## src/rtl/axis_fork_dup_if.sv

```systemverilog
`timescale 1ns/1ps
`default_nettype none
// +----------------------------------------------------------------------------+
// | Module   : axis_fork_dup_if                                                |
// | Brief    : Stream bundle for the fork: one input stream, two output ones.  |
// | Revision : 1.0 - initial release                                           |
// +----------------------------------------------------------------------------+
interface axis_fork_dup_if #(
    parameter int W = 16
);
    logic [W-1:0]      s_axis_tdata;
    logic              s_axis_tvalid;
    logic              s_axis_tready;
    logic [1:0][W-1:0] m_axis_tdata;
    logic [1:0]        m_axis_tvalid;
    logic [1:0]        m_axis_tready;

    // slave: the fork itself (sinks the input stream, sources both outputs)
    modport slave (
        input  s_axis_tdata,
        input  s_axis_tvalid,
        output s_axis_tready,
        output m_axis_tdata,
        output m_axis_tvalid,
        input  m_axis_tready
    );

    modport master (
        output s_axis_tdata,
        output s_axis_tvalid,
        input  s_axis_tready,
        input  m_axis_tdata,
        input  m_axis_tvalid,
        output m_axis_tready
    );
endinterface
`default_nettype wire

```

## src/rtl/axis_fork_dup.sv

```systemverilog
`timescale 1ns/1ps
`default_nettype none
// +----------------------------------------------------------------------------+
// | Module   : axis_fork_dup                                                   |
// | Brief    : AXI4-Stream broadcast fork, 2-entry register buffer per output. |
// | Revision : 1.0 - initial release                                           |
// +----------------------------------------------------------------------------+
module axis_fork_dup #(
    parameter int PAR_WDATA_BYTE = 2
) (
    input  wire logic       aclk,
    input  wire logic       areset,
    axis_fork_dup_if.slave  bus
);
    localparam int         W          = 8 * PAR_WDATA_BYTE;
    localparam logic [1:0] c_CNT_EMPTY = 2'd0;
    localparam logic [1:0] c_CNT_ONE   = 2'd1;
    localparam logic [1:0] c_CNT_FULL  = 2'd2;

    logic       ready_q;
    logic       w_push;
    logic [1:0] w_full_next;

    assign w_push            = bus.s_axis_tvalid && ready_q;
    assign bus.s_axis_tready = ready_q;

    // Ready is registered from next-state occupancy, so no m_tready -> s_tready path
    always_ff @(posedge aclk or posedge areset) begin
        if (areset) begin
            ready_q <= 1'b0;
        end else begin
            ready_q <= ~|w_full_next;
        end
    end

    for (genvar g = 0; g < 2; g++) begin : g_chan
        logic [1:0]   cnt_q;
        logic [1:0]   cnt_d;
        logic [W-1:0] head_q;
        logic [W-1:0] head_d;
        logic [W-1:0] skid_q;
        logic [W-1:0] skid_d;
        logic         valid_q;
        logic         w_pop;

        assign w_pop = valid_q && bus.m_axis_tready[g];

        always_comb begin
            cnt_d  = cnt_q;
            head_d = head_q;
            skid_d = skid_q;
            case ({w_push, w_pop})
                2'b10: begin
                    if (cnt_q == c_CNT_EMPTY) begin
                        head_d = bus.s_axis_tdata;
                    end else begin
                        skid_d = bus.s_axis_tdata;
                    end
                    cnt_d = cnt_q + c_CNT_ONE;
                end
                2'b01: begin
                    if (cnt_q == c_CNT_FULL) begin
                        head_d = skid_q;
                    end
                    cnt_d = cnt_q - c_CNT_ONE;
                end
                2'b11: begin
                    // Full-and-push is unreachable while ready gates input; kept ordered anyway
                    if (cnt_q == c_CNT_FULL) begin
                        head_d = skid_q;
                        skid_d = bus.s_axis_tdata;
                    end else begin
                        head_d = bus.s_axis_tdata;
                    end
                end
                default: begin
                end
            endcase
        end

        always_ff @(posedge aclk or posedge areset) begin
            if (areset) begin
                cnt_q   <= c_CNT_EMPTY;
                head_q  <= '0;
                skid_q  <= '0;
                valid_q <= 1'b0;
            end else begin
                cnt_q   <= cnt_d;
                head_q  <= head_d;
                skid_q  <= skid_d;
                valid_q <= (cnt_d != c_CNT_EMPTY);
            end
        end

        assign w_full_next[g]       = (cnt_d == c_CNT_FULL);
        assign bus.m_axis_tdata[g]  = head_q;
        assign bus.m_axis_tvalid[g] = valid_q;
    end
endmodule
`default_nettype wire

```

## src/flat_wrapper.sv

```systemverilog
// flat-port wrapper written by rule: the top's interface ports become plain ports
module axis_fork_dup_flat 
#(
    parameter int PAR_WDATA_BYTE = 2
)
  (aclk, areset, bus_s_axis_tdata, bus_s_axis_tvalid, bus_s_axis_tready, bus_m_axis_tdata, bus_m_axis_tvalid, bus_m_axis_tready);
  axis_fork_dup_if #(.W((16))) bus_i ();
  input  wire logic aclk;
  input  wire logic areset;
  input wire logic [$bits(bus_i.s_axis_tdata)-1:0] bus_s_axis_tdata;
  input wire logic [$bits(bus_i.s_axis_tvalid)-1:0] bus_s_axis_tvalid;
  output wire logic [$bits(bus_i.s_axis_tready)-1:0] bus_s_axis_tready;
  output wire logic [$bits(bus_i.m_axis_tdata)-1:0] bus_m_axis_tdata;
  output wire logic [$bits(bus_i.m_axis_tvalid)-1:0] bus_m_axis_tvalid;
  input wire logic [$bits(bus_i.m_axis_tready)-1:0] bus_m_axis_tready;
  assign bus_i.s_axis_tdata = bus_s_axis_tdata;
  assign bus_i.s_axis_tvalid = bus_s_axis_tvalid;
  assign bus_s_axis_tready = bus_i.s_axis_tready;
  assign bus_m_axis_tdata = bus_i.m_axis_tdata;
  assign bus_m_axis_tvalid = bus_i.m_axis_tvalid;
  assign bus_i.m_axis_tready = bus_m_axis_tready;
  axis_fork_dup #(.PAR_WDATA_BYTE(PAR_WDATA_BYTE)) u_core (.aclk(aclk), .areset(areset), .bus(bus_i));
endmodule
```

## config.mk

```make
export PLATFORM = sky130hd
export DESIGN_NAME = axis_fork_dup_flat
export DESIGN_NICKNAME = d
export VERILOG_FILES = /design/src/rtl/axis_fork_dup_if.sv /design/src/rtl/axis_fork_dup.sv /design/src/flat_wrapper.sv
export SDC_FILE = /design/constraint.sdc
export NUM_CORES = 1
export LEC_CHECK = 0
export BUFFER_PORTS_ARGS = -buffer_cell sky130_fd_sc_hd__buf_2
export CAP_MARGIN = 20
export CORE_UTILIZATION = 50
export CTS_BUF_LIST = sky130_fd_sc_hd__clkbuf_16
export DETAILED_ROUTE_END_ITERATION = 8
export HOLD_SLACK_MARGIN = 0.02
export PLACE_DENSITY = 0.75
export SYNTH_ARGS = -nofsm -noshare
export SYNTH_HDL_FRONTEND = slang
export SYNTH_SLANG_ARGS = --single-unit
```

## constraint.sdc

```tcl
create_clock -name aclk -period 1.8 [get_ports aclk]
set_input_delay 0 -clock aclk [delete_from_list [all_inputs] [get_ports aclk]]
set_output_delay 0 -clock aclk [all_outputs]
set_load 0.05 [all_outputs]
```

======== Yosys cells after proc, flatten, opt, wreduce, memory -nomap -nowiden ========
Index checks and enable logic that the tools add are counted.
Widths: inputs -> output; s select.
word-level totals
  register bits after elaboration ......... 71
  latch bits .............................. 0
  bits in writable memories ............... 0
  ROM bits ................................ 0
  bits of input ports ..................... 21
  output and inout bits ................... 35
  logic and storage cells ................. 64
  memories ................................ 0
cells by class
  add/subtract/negate cells ............... 4
  multiply operators ...................... 0
  divide/modulo/power cells ............... 0
  $lt $le $gt $ge ......................... 0
  equal/unequal tests ..................... 18
  shift-type cells ........................ 0
  multiplexer cells ....................... 16
  bitwise operators ....................... 0
  reductions and logical operators ........ 17
operators by type and width
  kind                 count
  $mux 16              10
  $pmux 16 s3          2
  $pmux 16 s2          2
  $eq 2x2->1 const B   8
  $ne 2x1->1 const B   6
  $reduce_and 3->1     4
  $pmux 2 s2           2
  $reduce_bool 2->1    4
  $reduce_bool 3->1    2
  $add 2x1->2 const B  2
  $eq 2x1->1 const B   2
  $logic_not 2->1      2
  $ne 2x2->1 const B   2
  $sub 2x1->2 const B  2
  $logic_and 1x1->1    3
  $reduce_or 2->1      1
  $logic_not 1->1      1

======== Depth between registers and ports, before layout ========
  depth in word-level cells ............... 6
  gate-level depth with buffers ........... 8
  gate-level depth less buffers ........... 7

======== Worst setup path before layout ========
Ideal clock, no wire load.
  kind .................................... flip-flop to flip-flop
  start ................................... reg u_core.ready_q, in the netlist u_core.bus.s_axis_tready
  end ..................................... reg u_core.g_chan[0].skid_q[0]
  library setup time ...................... 0.125 ns
  arrival ................................. 2.075 ns
  required time ........................... 1.675 ns
  slack ................................... -0.401 ns
  cell stages (with the launch flop) ...... 9
  path buffers ............................ 1
  clock period less this slack ............ 2.201 ns
  cell sequence ........................... dfrtp_1 > nand2_1 > inv_1 > ha_1 > nor2b_1 > o21ai_2 > nand2_2 > buf_6 > mux2_4
between the ends
  longest elaborated chain between the ends .. 4
  elaborated cells on any way between the ends .. 8
  classes of those cells .................. 4 x eq/ne; 1 x mux; 3 x reduce/logical
RTL lines
  element                                              line                 RTL
  from (decl)                                          axis_fork_dup.sv:20  logic ready_q;
  from (signal assigned)                               axis_fork_dup.sv:32  ready_q <= ~|w_full_next;
  $logic_and 1x1->1 *                                  axis_fork_dup.sv:24  assign w_push = bus.s_axis_tvalid && ready_q;
  $eq 2x2->1                                           axis_fork_dup.sv:52  case ({w_push, w_pop})
  $ne 2x1->1 (no source line) (tied with other cells)  -
  $reduce_and 3->1 (no source line)                    -
  to (signal assigned)                                 axis_fork_dup.sv:90  skid_q <= skid_d;
  to (decl)                                            axis_fork_dup.sv:41  logic [W-1:0] skid_q;
Every way passes the cells marked *; elsewhere a longest branch is shown, timed or not.
A chain may end at the register's enable or synchronous reset.

======== Worst setup path after layout ========
  start ................................... reg u_core.ready_q, in the netlist u_core.bus.s_axis_tready
  end ..................................... reg u_core.g_chan[0].skid_q[8]
Same word-level chain as after synthesis.

==> results.cfg <==
[worst_setup_path]
cp_max_fo = 16
worst-setup-path-type = register to register
path_cells = nand2_4 -> inv_4 -> ha_2 -> nor2b_2 -> o21ai_2 -> nand2_2 -> buf_12 -> mux2_4
crit_slowest_cell = dfrtp_2
crit_path_end_kind = register
worstPathRequired_ns = 2.01
cp_num_buf_inv = 2
cpPeakStageDelay_ns = 0.42
crit_family = flip-flops
worst_setup_path_start_kind = register
crit_arrival_ns = 1.95

[cells_and_area]
fin_cells = 442
mostFrequentLayoutCells = dfrtp_1 (70), buf_2 (55), o21ai_0 (27)
final_nets = 370
final_common_cell = dfrtp_1
syn_to_final_growth_pct = 26.2
diodes = 0
fillers = 529
postLayoutCoreUtil = 0.656
drive_above_1_share = 0.486

[clocking]
cts_tree = done
clk_root_buffer_cell = clkbuf_16
cts_made_buffers = 9
clockBufferDepth = 2
cts_max_level = 3
postCtsSetupRepairBufs = 0
cts_sinks = 71
clk-insertion-delay-late_ns = 0.33
clk_pin_slew_ns = 0.06

[outcome]
status = completed

[timing]
finalMaxSlewViolations = 0
setup_viol = 0
fmaxAchievable_mhz = 577
tns_ns = 0
period_minus_slack_ns = 1.73
slew_headroom = 0.659
fin_ws_ns = 0.0668
fin_crit_sh = 0.963
finClkSkew_ns = 0.00706
rsz0062_at_grt = yes
final_hold_viol_count = 0
worst_pin_slew_ns = 0.511

[drt]
ant_nets = 0
wire_per_inst_um = 16.2
drtIter0Drc = 151
via_per_inst = 5.50
drc = 0
wirelength_mm = 7.18
firstDrtPassIters = 4
vias = 2429

[grt]
grt_pass1_wl_mm = 11.6
grt_pass1_vias = 2307
gr-total-overflow = 0
antenna_found_initial = 0
grtUsageTotal = 0.207
grt_max_degree = 51

[pwr]
power.total_mw = 9.05
vdd_drop_max_mv = 1.06
p_leak_nw = 2.04
power_density_nw_per_um2 = 2020

[floorplanning]
row_count = 30
fp.dieW_um = 86.3
die_y_um = 86.3
ioPinCount = 56
fp.coreArea_um2 = 6830
die-area_um2 = 7450
initial_core_util = 0.520

[place]
dp.cells = 409
io_buffers = 55
hpwl_mm = 4.73
place_congestion = 0.758
dp_slack_ns = 0.0612

[yosys]
async_flop_share = 1.00
syn_avg_cell_area_um2 = 13.3
ys.warnings.count = 0
seq_area_frac_synth = 0.500
yosys_most_used_dff = dfrtp_1
synth_cell_types = 29
synth_nets = 296
syn-cell-area_um2 = 3550
netlist_instances = 267
synth-edff-count = 0
ys_seq_elements = 71

[flow_run]
cap_violations = 0

[hold_path]
holdCritPathClass = primary input to register
## flip-flops by register name, indices dropped and copies added (netlist names)
name / count
u_core.g_chan.head_q: 32
u_core.g_chan.skid_q: 32
u_core.g_chan.cnt_q: 4
u_core.g_chan.valid_q: 2
u_core.bus.s_axis_tready: 1
## final cells by class
cell class | count | area, um2 | share of cell area
clock buffer | 9 | 225 | 0.0502
tap | 96 | 120 | 0.0268
clock inverter | 7 | 56.3 | 0.0126
multi-input combinational | 168 | 1650 | 0.369
timing repair buffer | 83 | 616 | 0.137
sequential | 71 | 1780 | 0.396
inverter | 8 | 36.3 | 0.00809
## final timing paths
| path | startpoint | endpoint | cells past startpoint | slack, ns |
|---|---|---|---|---|
| setup / recovery | u_core.bus.s_axis_tready$_DFF_PP0_ | u_core.g_chan[0].skid_q[8]$_DFFE_PP0P_ | 8 | 0.07 |
| hold / removal | bus_s_axis_tvalid | u_core.g_chan[0].cnt_q[0]$_DFF_PP0_ | 4 | 0.20 |
| setup reg to reg | u_core.bus.s_axis_tready$_DFF_PP0_ | u_core.g_chan[0].skid_q[8]$_DFFE_PP0P_ | 8 | 0.07 |
| hold reg to reg | u_core.g_chan[0].head_q[11]$_DFFE_PP0P_ | u_core.g_chan[0].head_q[11]$_DFFE_PP0P_ | 2 | 0.49 |
| max in group asynchronous | areset | u_core.g_chan[1].head_q[15]$_DFFE_PP0P_ | 4 | 0.94 |
| min in group asynchronous | areset | u_core.g_chan[1].cnt_q[1]$_DFF_PP0_ | 3 | 0.25 |
## worst reg2reg max path, cell delays in order, from the launching register on
cell and delay, ns:
dfrtp_2 0.42, nand2_4 0.10, inv_4 0.07, ha_2 0.21, nor2b_2 0.16, o21ai_2 0.12
nand2_2 0.07, buf_12 0.16, mux2_4 0.30
## routing by layer
layer / routed length [um] / GRT usage / vias to the layer above
li1: - / - / 1152
met1: 3230 / 0.268 / 1214
met2: 3580 / 0.339 / 54
met3: 275 / 0.0524 / 9
met4: 90 / 0.0758 / 0
met5: 0 / 0 / -
## power by group
group / internal (mW) / leakage (nW) / total [mW] / switching [mW]
Clock: 1.05 / 0.149 / 1.70 / 0.648
Combinational: 1.74 / 1.03 / 4.50 / 2.75
Sequential: 2.38 / 0.859 / 2.86 / 0.474
Total: 5.17 / 2.04 / 9.05 / 3.87
## timing repair
item | in CTS | in global routing
resized for setup | 0 | 10
hold buffers | 17 | 0
endpoints found under the setup margin | 0 | 50
hold endpoints to repair | 53 | 0
## logic make-up (layout without fill, tap and decap cells)
family | after synthesis | count (layout) | share of synthesized area
compound gates | 107 | 107 | 0.260
xor+xnor | 6 | 6 | 0.0148
fa+ha+maj | 8 | 8 | 0.0282
buf+inv | 28 | 107 | 0.0465
flops | 71 | 71 | 0.500
mux | 32 | 32 | 0.123
simple gates | 15 | 15 | 0.0285
## synth_stat cells, drive strengths merged, types with 4 or more instances
| cell type | number | area, um2 |
|---|---|---|
| dfrtp | 71 | 1780 |
| mux2 | 32 | 435 |
| ha | 8 | 100 |
| nand2 | 5 | 23.8 |
| nand2b | 4 | 30.0 |
| o21ai | 36 | 188 |
| clkbuf | 6 | 22.5 |
| buf | 14 | 113 |
| a22oi | 32 | 305 |
| inv | 8 | 30.0 |
| o31ai | 32 | 340 |
| xnor2 | 6 | 52.6 |
## stage by stage
step	cell area, um2	hold WS, ns
2_1_floorplan	3580	0.149
3_3_place_gp	4000	0.0574
3_5_place_dp	4000	0.0645
4_1_cts	4450	0.201
5_1_grt	4480	0.245
6_report	4480	0.199
Power figures use the tool's default switching activity.
